### src/rtl/mig_app_pkg.sv
// Purpose : shared command codes and FSM encoding for the MIG app-port arbiter.
// Latency : n/a (declarations only).
// Backpressure: n/a.
package mig_app_pkg;

  localparam logic [2:0] CMD_WRITE = 3'b000;
  localparam logic [2:0] CMD_READ  = 3'b001;

  typedef enum logic [0:0] {
    ST_IDLE  = 1'b0,
    ST_ISSUE = 1'b1
  } state_t;

endpackage

### src/rtl/fallthrough_small_fifo.sv
// Purpose : small first-word-fallthrough FIFO; head entry is visible on dout while !empty.
// Latency : write to dout valid 1 cycle; read pops combinationally-visible head at the clock.
// Backpressure: writes are dropped when full unless a read frees a slot in the same cycle;
//               reads when empty are ignored.
// Ports   : clk, reset (async active-high), din/wr_en, rd_en, dout, full, empty.
module fallthrough_small_fifo #(
  parameter int WIDTH          = 1,
  parameter int MAX_DEPTH_BITS = 3
) (
  input  logic             clk,
  input  logic             reset,
  input  logic [WIDTH-1:0] din,
  input  logic             wr_en,
  input  logic             rd_en,
  output logic [WIDTH-1:0] dout,
  output logic             full,
  output logic             empty
);

  localparam int DEPTH = 1 << MAX_DEPTH_BITS;
  localparam logic [MAX_DEPTH_BITS-1:0] PTR_ONE = MAX_DEPTH_BITS'(1);
  localparam logic [MAX_DEPTH_BITS:0]   CNT_ONE = (MAX_DEPTH_BITS + 1)'(1);

  logic [WIDTH-1:0]          mem_q [DEPTH];
  logic [MAX_DEPTH_BITS-1:0] wr_ptr_q, wr_ptr_d;
  logic [MAX_DEPTH_BITS-1:0] rd_ptr_q, rd_ptr_d;
  logic [MAX_DEPTH_BITS:0]   count_q, count_d;
  logic                      do_wr, do_rd;

  assign empty = (count_q == '0);
  // count never exceeds DEPTH, so its top bit alone marks full
  assign full  = count_q[MAX_DEPTH_BITS];
  assign dout  = mem_q[rd_ptr_q];

  assign do_rd = rd_en && !empty;
  assign do_wr = wr_en && (!full || do_rd);

  always_comb begin
    wr_ptr_d = wr_ptr_q;
    rd_ptr_d = rd_ptr_q;
    count_d  = count_q;
    if (do_wr) wr_ptr_d = wr_ptr_q + PTR_ONE;
    if (do_rd) rd_ptr_d = rd_ptr_q + PTR_ONE;
    if (do_wr && !do_rd) count_d = count_q + CNT_ONE;
    else if (do_rd && !do_wr) count_d = count_q - CNT_ONE;
  end

  always_ff @(posedge clk or posedge reset) begin
    if (reset) begin
      wr_ptr_q <= '0;
      rd_ptr_q <= '0;
      count_q  <= '0;
    end else begin
      wr_ptr_q <= wr_ptr_d;
      rd_ptr_q <= rd_ptr_d;
      count_q  <= count_d;
    end
  end

  // storage carries no reset; validity is tracked by count_q
  always_ff @(posedge clk) begin
    if (do_wr) mem_q[wr_ptr_q] <= din;
  end

endmodule

### src/rtl/mig_app_arbiter.sv
// Purpose : round-robin arbiter of two requesters onto one MIG-style app port, with
//           in-order read-tag tracking to route returned read data.
// Latency : req -> app_en 1 cycle; ack combinational on final handshake; read return 0 cycles.
// Backpressure: app_rdy / app_wdf_rdy stall the ISSUE state; reads stall while the tag FIFO
//               is full; nothing is issued until init_calib_complete.
// Ports   : rq0_* / rq1_* requester side (req held until ack), rq_rd_data + rqN_rd_valid
//           read return, err_underflow sticky error, app_* controller side.
module mig_app_arbiter
  import mig_app_pkg::*;
#(
  parameter int ADDR_WIDTH     = 12,
  parameter int DWIDTH         = 128,
  parameter int TAG_DEPTH_BITS = 3
) (
  input  logic                  sys_clk,
  input  logic                  sys_rst_n,
  input  logic                  rq0_req,
  input  logic                  rq0_we,
  input  logic [ADDR_WIDTH-1:0] rq0_addr,
  input  logic [DWIDTH-1:0]     rq0_wdata,
  input  logic [DWIDTH/8-1:0]   rq0_wmask,
  output logic                  rq0_ack,
  input  logic                  rq1_req,
  input  logic                  rq1_we,
  input  logic [ADDR_WIDTH-1:0] rq1_addr,
  input  logic [DWIDTH-1:0]     rq1_wdata,
  input  logic [DWIDTH/8-1:0]   rq1_wmask,
  output logic                  rq1_ack,
  output logic [DWIDTH-1:0]     rq_rd_data,
  output logic                  rq0_rd_valid,
  output logic                  rq1_rd_valid,
  output logic                  err_underflow,
  input  logic                  init_calib_complete,
  output logic [ADDR_WIDTH-1:0] app_addr,
  output logic [2:0]            app_cmd,
  output logic                  app_en,
  output logic [DWIDTH-1:0]     app_wdf_data,
  output logic [DWIDTH/8-1:0]   app_wdf_mask,
  output logic                  app_wdf_wren,
  output logic                  app_wdf_end,
  input  logic                  app_rdy,
  input  logic                  app_wdf_rdy,
  input  logic [DWIDTH-1:0]     app_rd_data,
  input  logic                  app_rd_data_valid,
  input  logic                  app_rd_data_end
);

  state_t                state_q, state_d;
  logic                  rr_ptr_q, rr_ptr_d;
  logic                  grant_id_q, grant_id_d;
  logic                  cmd_done_q, cmd_done_d;
  logic                  wdf_done_q, wdf_done_d;
  logic [ADDR_WIDTH-1:0] app_addr_q, app_addr_d;
  logic [2:0]            app_cmd_q, app_cmd_d;
  logic [DWIDTH-1:0]     wdf_data_q, wdf_data_d;
  logic [DWIDTH/8-1:0]   wdf_mask_q, wdf_mask_d;
  logic                  err_underflow_q, err_underflow_d;

  logic                  elig0, elig1, grant_vld, grant_sel;
  logic                  sel_we;
  logic [ADDR_WIDTH-1:0] sel_addr;
  logic [DWIDTH-1:0]     sel_wdata;
  logic [DWIDTH/8-1:0]   sel_wmask;
  logic                  issue_done;
  logic                  tag_push, tag_full, tag_empty, tag_dout;
  logic                  unused_rd_end;

  // single-beat transfers: the end marker carries no information
  assign unused_rd_end = app_rd_data_end;

  // a read needs a free tag slot; writes never touch the tag FIFO
  assign elig0     = rq0_req && init_calib_complete && (rq0_we || !tag_full);
  assign elig1     = rq1_req && init_calib_complete && (rq1_we || !tag_full);
  assign grant_vld = elig0 || elig1;
  assign grant_sel = (elig0 && elig1) ? rr_ptr_q : elig1;

  assign sel_we    = grant_sel ? rq1_we    : rq0_we;
  assign sel_addr  = grant_sel ? rq1_addr  : rq0_addr;
  assign sel_wdata = grant_sel ? rq1_wdata : rq0_wdata;
  assign sel_wmask = grant_sel ? rq1_wmask : rq0_wmask;

  // both handshakes either already done or completing this cycle
  assign issue_done = (state_q == ST_ISSUE) &&
                      (cmd_done_q || app_rdy) && (wdf_done_q || app_wdf_rdy);

  // ---------------- FSM: state register ----------------
  always_ff @(posedge sys_clk or negedge sys_rst_n) begin
    if (!sys_rst_n) state_q <= ST_IDLE;
    else            state_q <= state_d;
  end

  // ---------------- FSM: next state ----------------
  always_comb begin
    state_d = state_q;
    case (state_q)
      ST_IDLE:  if (grant_vld)  state_d = ST_ISSUE;
      ST_ISSUE: if (issue_done) state_d = ST_IDLE;
      default:                  state_d = ST_IDLE;
    endcase
  end

  // ---------------- FSM: outputs ----------------
  always_comb begin
    app_en       = 1'b0;
    app_wdf_wren = 1'b0;
    rq0_ack      = 1'b0;
    rq1_ack      = 1'b0;
    if (state_q == ST_ISSUE) begin
      app_en       = !cmd_done_q;
      app_wdf_wren = !wdf_done_q;
      rq0_ack      = issue_done && !grant_id_q;
      rq1_ack      = issue_done &&  grant_id_q;
    end
  end

  assign app_wdf_end = app_wdf_wren;

  // ---------------- datapath next-state ----------------
  always_comb begin
    rr_ptr_d   = rr_ptr_q;
    grant_id_d = grant_id_q;
    cmd_done_d = cmd_done_q;
    wdf_done_d = wdf_done_q;
    app_addr_d = app_addr_q;
    app_cmd_d  = app_cmd_q;
    wdf_data_d = wdf_data_q;
    wdf_mask_d = wdf_mask_q;
    if (state_q == ST_IDLE) begin
      if (grant_vld) begin
        grant_id_d = grant_sel;
        rr_ptr_d   = !grant_sel;
        cmd_done_d = 1'b0;
        // a read has no data phase, so its data handshake starts out complete
        wdf_done_d = !sel_we;
        app_addr_d = sel_addr;
        app_cmd_d  = sel_we ? CMD_WRITE : CMD_READ;
        wdf_data_d = sel_wdata;
        wdf_mask_d = sel_wmask;
      end
    end else begin
      if (app_en && app_rdy)            cmd_done_d = 1'b1;
      if (app_wdf_wren && app_wdf_rdy)  wdf_done_d = 1'b1;
    end
  end

  assign err_underflow_d = err_underflow_q || (app_rd_data_valid && tag_empty);

  always_ff @(posedge sys_clk or negedge sys_rst_n) begin
    if (!sys_rst_n) begin
      rr_ptr_q        <= 1'b0;
      grant_id_q      <= 1'b0;
      cmd_done_q      <= 1'b0;
      wdf_done_q      <= 1'b0;
      app_addr_q      <= '0;
      app_cmd_q       <= '0;
      wdf_data_q      <= '0;
      wdf_mask_q      <= '0;
      err_underflow_q <= 1'b0;
    end else begin
      rr_ptr_q        <= rr_ptr_d;
      grant_id_q      <= grant_id_d;
      cmd_done_q      <= cmd_done_d;
      wdf_done_q      <= wdf_done_d;
      app_addr_q      <= app_addr_d;
      app_cmd_q       <= app_cmd_d;
      wdf_data_q      <= wdf_data_d;
      wdf_mask_q      <= wdf_mask_d;
      err_underflow_q <= err_underflow_d;
    end
  end

  assign app_addr      = app_addr_q;
  assign app_cmd       = app_cmd_q;
  assign app_wdf_data  = wdf_data_q;
  assign app_wdf_mask  = wdf_mask_q;
  assign err_underflow = err_underflow_q;

  // ---------------- read tag tracking ----------------
  // the tag is the requester ID, pushed when the controller takes the read command
  assign tag_push = app_en && app_rdy && (app_cmd_q == CMD_READ);

  fallthrough_small_fifo #(
    .WIDTH          (1),
    .MAX_DEPTH_BITS (TAG_DEPTH_BITS)
  ) u_tag_fifo (
    .clk   (sys_clk),
    .reset (!sys_rst_n),
    .din   (grant_id_q),
    .wr_en (tag_push),
    .rd_en (app_rd_data_valid),
    .dout  (tag_dout),
    .full  (tag_full),
    .empty (tag_empty)
  );

  // returned data is forwarded only when a tag names its owner
  assign rq_rd_data   = app_rd_data_valid ? app_rd_data : '0;
  assign rq0_rd_valid = app_rd_data_valid && !tag_empty && !tag_dout;
  assign rq1_rd_valid = app_rd_data_valid && !tag_empty &&  tag_dout;

endmodule

### config.mk
export PLATFORM = sky130hd
export DESIGN_NAME = mig_app_arbiter
export DESIGN_NICKNAME = d
export VERILOG_FILES = /design/src/rtl/mig_app_pkg.sv /design/src/rtl/fallthrough_small_fifo.sv /design/src/rtl/mig_app_arbiter.sv
export SDC_FILE = /design/constraint.sdc
export NUM_CORES = 1
export LEC_CHECK = 0
export CAP_MARGIN = 0
export CORE_AREA = 2 2 293 295
export DETAILED_ROUTE_END_ITERATION = 16
export DIE_AREA = 0 0 295 297
export GPL_TIMING_DRIVEN = 0
export PLACE_DENSITY = 0.3
export SYNTH_ARGS = -nofsm -noshare
export SYNTH_HDL_FRONTEND = slang
export SYNTH_SLANG_ARGS = --single-unit
### constraint.sdc
create_clock -name sys_clk -period 7.8 [get_ports sys_clk]
set_clock_uncertainty 0.05 [all_clocks]
set_input_delay 1.17 -clock sys_clk [delete_from_list [all_inputs] [get_ports sys_clk]]
set_output_delay 1.17 -clock sys_clk [all_outputs]
set_load 0.01 [all_outputs]
==> results.md, run 1 <==
* Commonest non-fill, non-tap cell in the layout: clkdlybuf4s50_1
* Root Buffer: clkbuf_16
* Worst setup EP type: output port
* Worst-margin pin slew at approximately 0.8 ns
* Worst R2R Start: u_tag_fifo.count_q[3]
* WL/cell at ~24 um
* Share of post-route cells with drive strength above 1 at 5.78%
* Combinational Power Share at 48.3%
* Initial DRT Pass Iterations at 5
* CTS resizes at 0
* Cell Area, Placed at ~0.018 mm^2
* CTS clk-pin slew, worst paths at 0.09 ns
* Vias in the first global route at 10400
* Post-CTS Repair Setup Buffers at 0
* Worst Setup EP: rq_rd_data[57]
* Area grow syn2layout at 106%
* Final net count at 2002
* Clock power share at 19.3%
* Synth Warn # at 0
* Net Sw Power at 1.79 mW
* Reg2reg setup slack at 4.66 ns
* Pwr per Cell Area at 277 mW/mm^2
* Setup violations, final at 0
* Initial antenna violation count at 22
* CTS Buf Count at 17
* Largest net degree at the start of global routing at a little over 90
* LEAKAGE at between 7 and 8 nW
* CP startpoint: app_rd_data_valid
* Reg2Reg Depth at 9
* Internal power at 3.33 mW
* F_max at 202 MHz
* Clk sinks at 181
* Max VDD drop at between 0.15 and 0.2 mV
* Max-slew violations at 0
* Worst-path maximum fanout at 10
* Die span in x at a little under 300 um
* Vias at 9587
* Post-route ant nets at 0
* # H-tree levels at 4
* RSZ-0062 raised after global routing: false
* CP Class: in -> out
* Finished Cell Area at ~0.018 mm^2
* R2r endpoint: u_tag_fifo.count_q[3]
* WP data arrival at ~3.7 ns
* Slew Limit Headroom at 46.6%
* Final hold vios at 0
* Yosys reg bits at 181
* CP Cell Sequence: clkdlybuf4s50_1, clkbuf_1, clkbuf_1, and2_1, clkdlybuf4s50_1
* Crit path time final at 4.95 ns
* Core area at about 0.084 mm^2
* Hold-fix buffers, CTS at 0
* PortBufs at between 700 and 800
* Synth cell types at 38
* Min-delay worst type: reg -> reg
* GRT overflow at 0
* Crit path max-delay cell type: clkdlybuf4s50_1
* Most frequent cells in the layout: 741 x clkdlybuf4s50_1, 284 x and2_1, 173 x dfrtp_1
* Starting density of the core at between 10% and 20%
* Critical path required time at about 6.6 ns
* Detail Placement HPWL at 53500 um
* First-pass GRT wire length at slightly below 90000 um
* GRT Total Usage at 14.5%
* Clock buffer depth at 2
* Die Span Y at 297 um
* CTS tree: yes
* Maxcap violations at 0
* DR vias/cell at ~3.5
* Setup tns final at 0 ns
* Post-Syn Area at 0.00897 mm^2
* Post-Place Worst Slack at 2.73 ns
* Synthesized area per cell at between 10 and 15 um^2
* Sw frac at 35.1%
* Final setup margin at between 2 and 3 ns
* FP Rows at 107
* Reg power frac at 32.4%
* DR DRC count at 0
* Worst skew pair latency at 0.50 ns
* Part of the cycle the worst path needs at 63.4%
* Outcome: finished, final reports clean
* Critical Path Start Type: primary input
* I/O Pins at roughly 750
* Initial DRC Count at approximately 420
* Cells after synthesis at slightly below 800
* Final Power at 5.12 mW
* Register area share after synthesis at 50.9%
* CP max stage delay at 0.78 ns
* Total routed wirelength at approximately 65000 um
* Die ar. at 0.0876 mm^2
* GP Congestion at a little over 0.8
## registers in the layout (all words and copies together) (netlist names)
| name | cells |
|---|---|
| state_q | 1 |
| err_underflow | 1 |
| grant_id_q | 1 |
| cmd_done_q | 1 |
| rr_ptr_q | 1 |
| app_cmd | 1 |
| app_wdf_data | 128 |
| app_wdf_mask | 16 |
| u_tag_fifo.mem_q | 8 |
| wdf_done_q | 1 |
| u_tag_fifo.rd_ptr_q | 3 |
| u_tag_fifo.wr_ptr_q | 3 |
| u_tag_fifo.count_q | 4 |
| app_addr | 12 |
## worst min-delay path by stage
stage / startpoint / to / slack, ns / cells past startpoint
2_1_floorplan: u_tag_fifo.rd_ptr_q[2] / u_tag_fifo.rd_ptr_q[2] / 0.41 / 1
3_3_place_gp: err_underflow / err_underflow / 0.39 / 1
3_5_place_dp: err_underflow / err_underflow / 0.41 / 1
4_1_cts: err_underflow / err_underflow / 0.43 / 1
5_1_grt: err_underflow / err_underflow / 0.47 / 1
6_report: err_underflow / err_underflow / 0.43 / 1
## power groups by stage
stage,Clock [mW],Sequential (mW),Combinational [mW]
2_1_floorplan,0,1.81,0.802
3_3_place_gp,0,1.67,2.54
3_5_place_dp,0,1.66,2.54
4_1_cts,1.05,1.66,2.54
5_1_grt,1.08,1.72,2.65
6_report,0.989,1.66,2.47
## logic make-up after synthesis
| group | count (synthesis) | synth area share, % |
|---|---|---|
| other | 1 | 0.0418 |
| xor gates and xnor gates | 6 | 0.586 |
| AOI/OAI and AO/OA | 178 | 19.4 |
| and+or+nand+nor | 326 | 22.2 |
| muxes | 7 | 1.10 |
| DFF | 181 | 50.9 |
| adders and majority gates | 6 | 0.921 |
| buffers and inverters | 77 | 4.83 |
## worst max-delay path: cells and delay by family
family	cells	cell delay, ns
buffers and inverters	4	2.34
and+or+nand+nor	1	0.21
## cells in the mapped netlist
master / count / share of area, %
and2_1: 284 / 20
dfrtp_1: 173 / 48
nor2_1: 13 / 0.54
edfxtp_1: 8 / 2.7
or2_1: 1 / 0.070
nand2_1: 9 / 0.38
nor3_1: 5 / 0.28
o21ai_0: 5 / 0.28
and3_1: 1 / 0.070
a21o_1: 5 / 0.42
nand2b_2: 2 / 0.20
buf_6: 11 / 1.4
nor2b_1: 3 / 0.21
nor4_1: 1 / 0.070
o31ai_1: 3 / 0.25
ha_1: 5 / 0.70
nand4b_1: 1 / 0.098
a311oi_2: 1 / 0.17
mux2_2: 3 / 0.38
a2111oi_0: 1 / 0.098
xnor2_1: 4 / 0.39
buf_4: 7 / 0.59
a41oi_1: 1 / 0.098
mux4_2: 2 / 0.50
clkbuf_1: 25 / 1.0
fa_1: 1 / 0.22
and4_1: 1 / 0.098
a221o_1: 156 / 17
xor2_1: 2 / 0.20
buf_2: 28 / 1.6
nand2b_1: 5 / 0.35
a21oi_1: 3 / 0.17
mux2i_1: 2 / 0.22
a2111oi_4: 1 / 0.31
a22oi_2: 1 / 0.14
o22a_1: 1 / 0.098
conb_1: 1 / 0.042
inv_1: 6 / 0.25
## per-stage QoR
| step | cells | hold WS [ns] | utilization [%] |
|---|---|---|---|
| CTS | 2702 | 0.431 | 21.9 |
| global route | 2702 | 0.470 | 21.9 |
| global placement | 2669 | 0.390 | 21.1 |
| floorplan | 783 | 0.413 | - |
| finish | 2705 | 0.426 | 21.9 |
| detailed placement | 2670 | 0.411 | 21.1 |
## cell type report
type	count	area, um^2
fillers	9120	66000
repair buffers	743	7460
flip-flops and latches	181	4570
multi-input cells	525	3970
well taps	1144	1430
clock buffers	18	439
plain buffers	71	410
clock inverters	14	175
inverters	6	22.5
diodes	3	7.51
## per-layer routing
metal,global-route usage (%),share of wire [%]
met2,27.6,53
met5,0,0.32
met4,5.86,3.6
met1,13.5,33
met3,6.10,9.2
Note: power is estimated with default switching activity, not from simulation.
==> run 2: changes to the inputs <==
==> constraint.sdc (replaced) <==
create_clock -name sys_clk -period 4.7 [get_ports sys_clk]
set_clock_uncertainty 0.05 [all_clocks]
set_input_delay 0.705 -clock sys_clk [delete_from_list [all_inputs] [get_ports sys_clk]]
set_output_delay 0.705 -clock sys_clk [all_outputs]
set_load 0.01 [all_outputs]
==> results of run 2 <==
The final DEF is identical to that of run 1. Status: finished, final reports clean.
Among the figures that moved: setup slack after placement 2.73 ns -> 0.560 ns; clock-pin slew on the worst setup and hold paths 0.09 ns -> 0.07 ns; setup slack after layout 2.85 ns -> 0.683 ns; hold slack 0.426 ns -> 0.161 ns; register-to-register setup slack 4.66 ns -> 1.56 ns; total power 5.12 mW -> 8.50 mW; worst IR drop on VDD 0.162 mV -> 0.268 mV
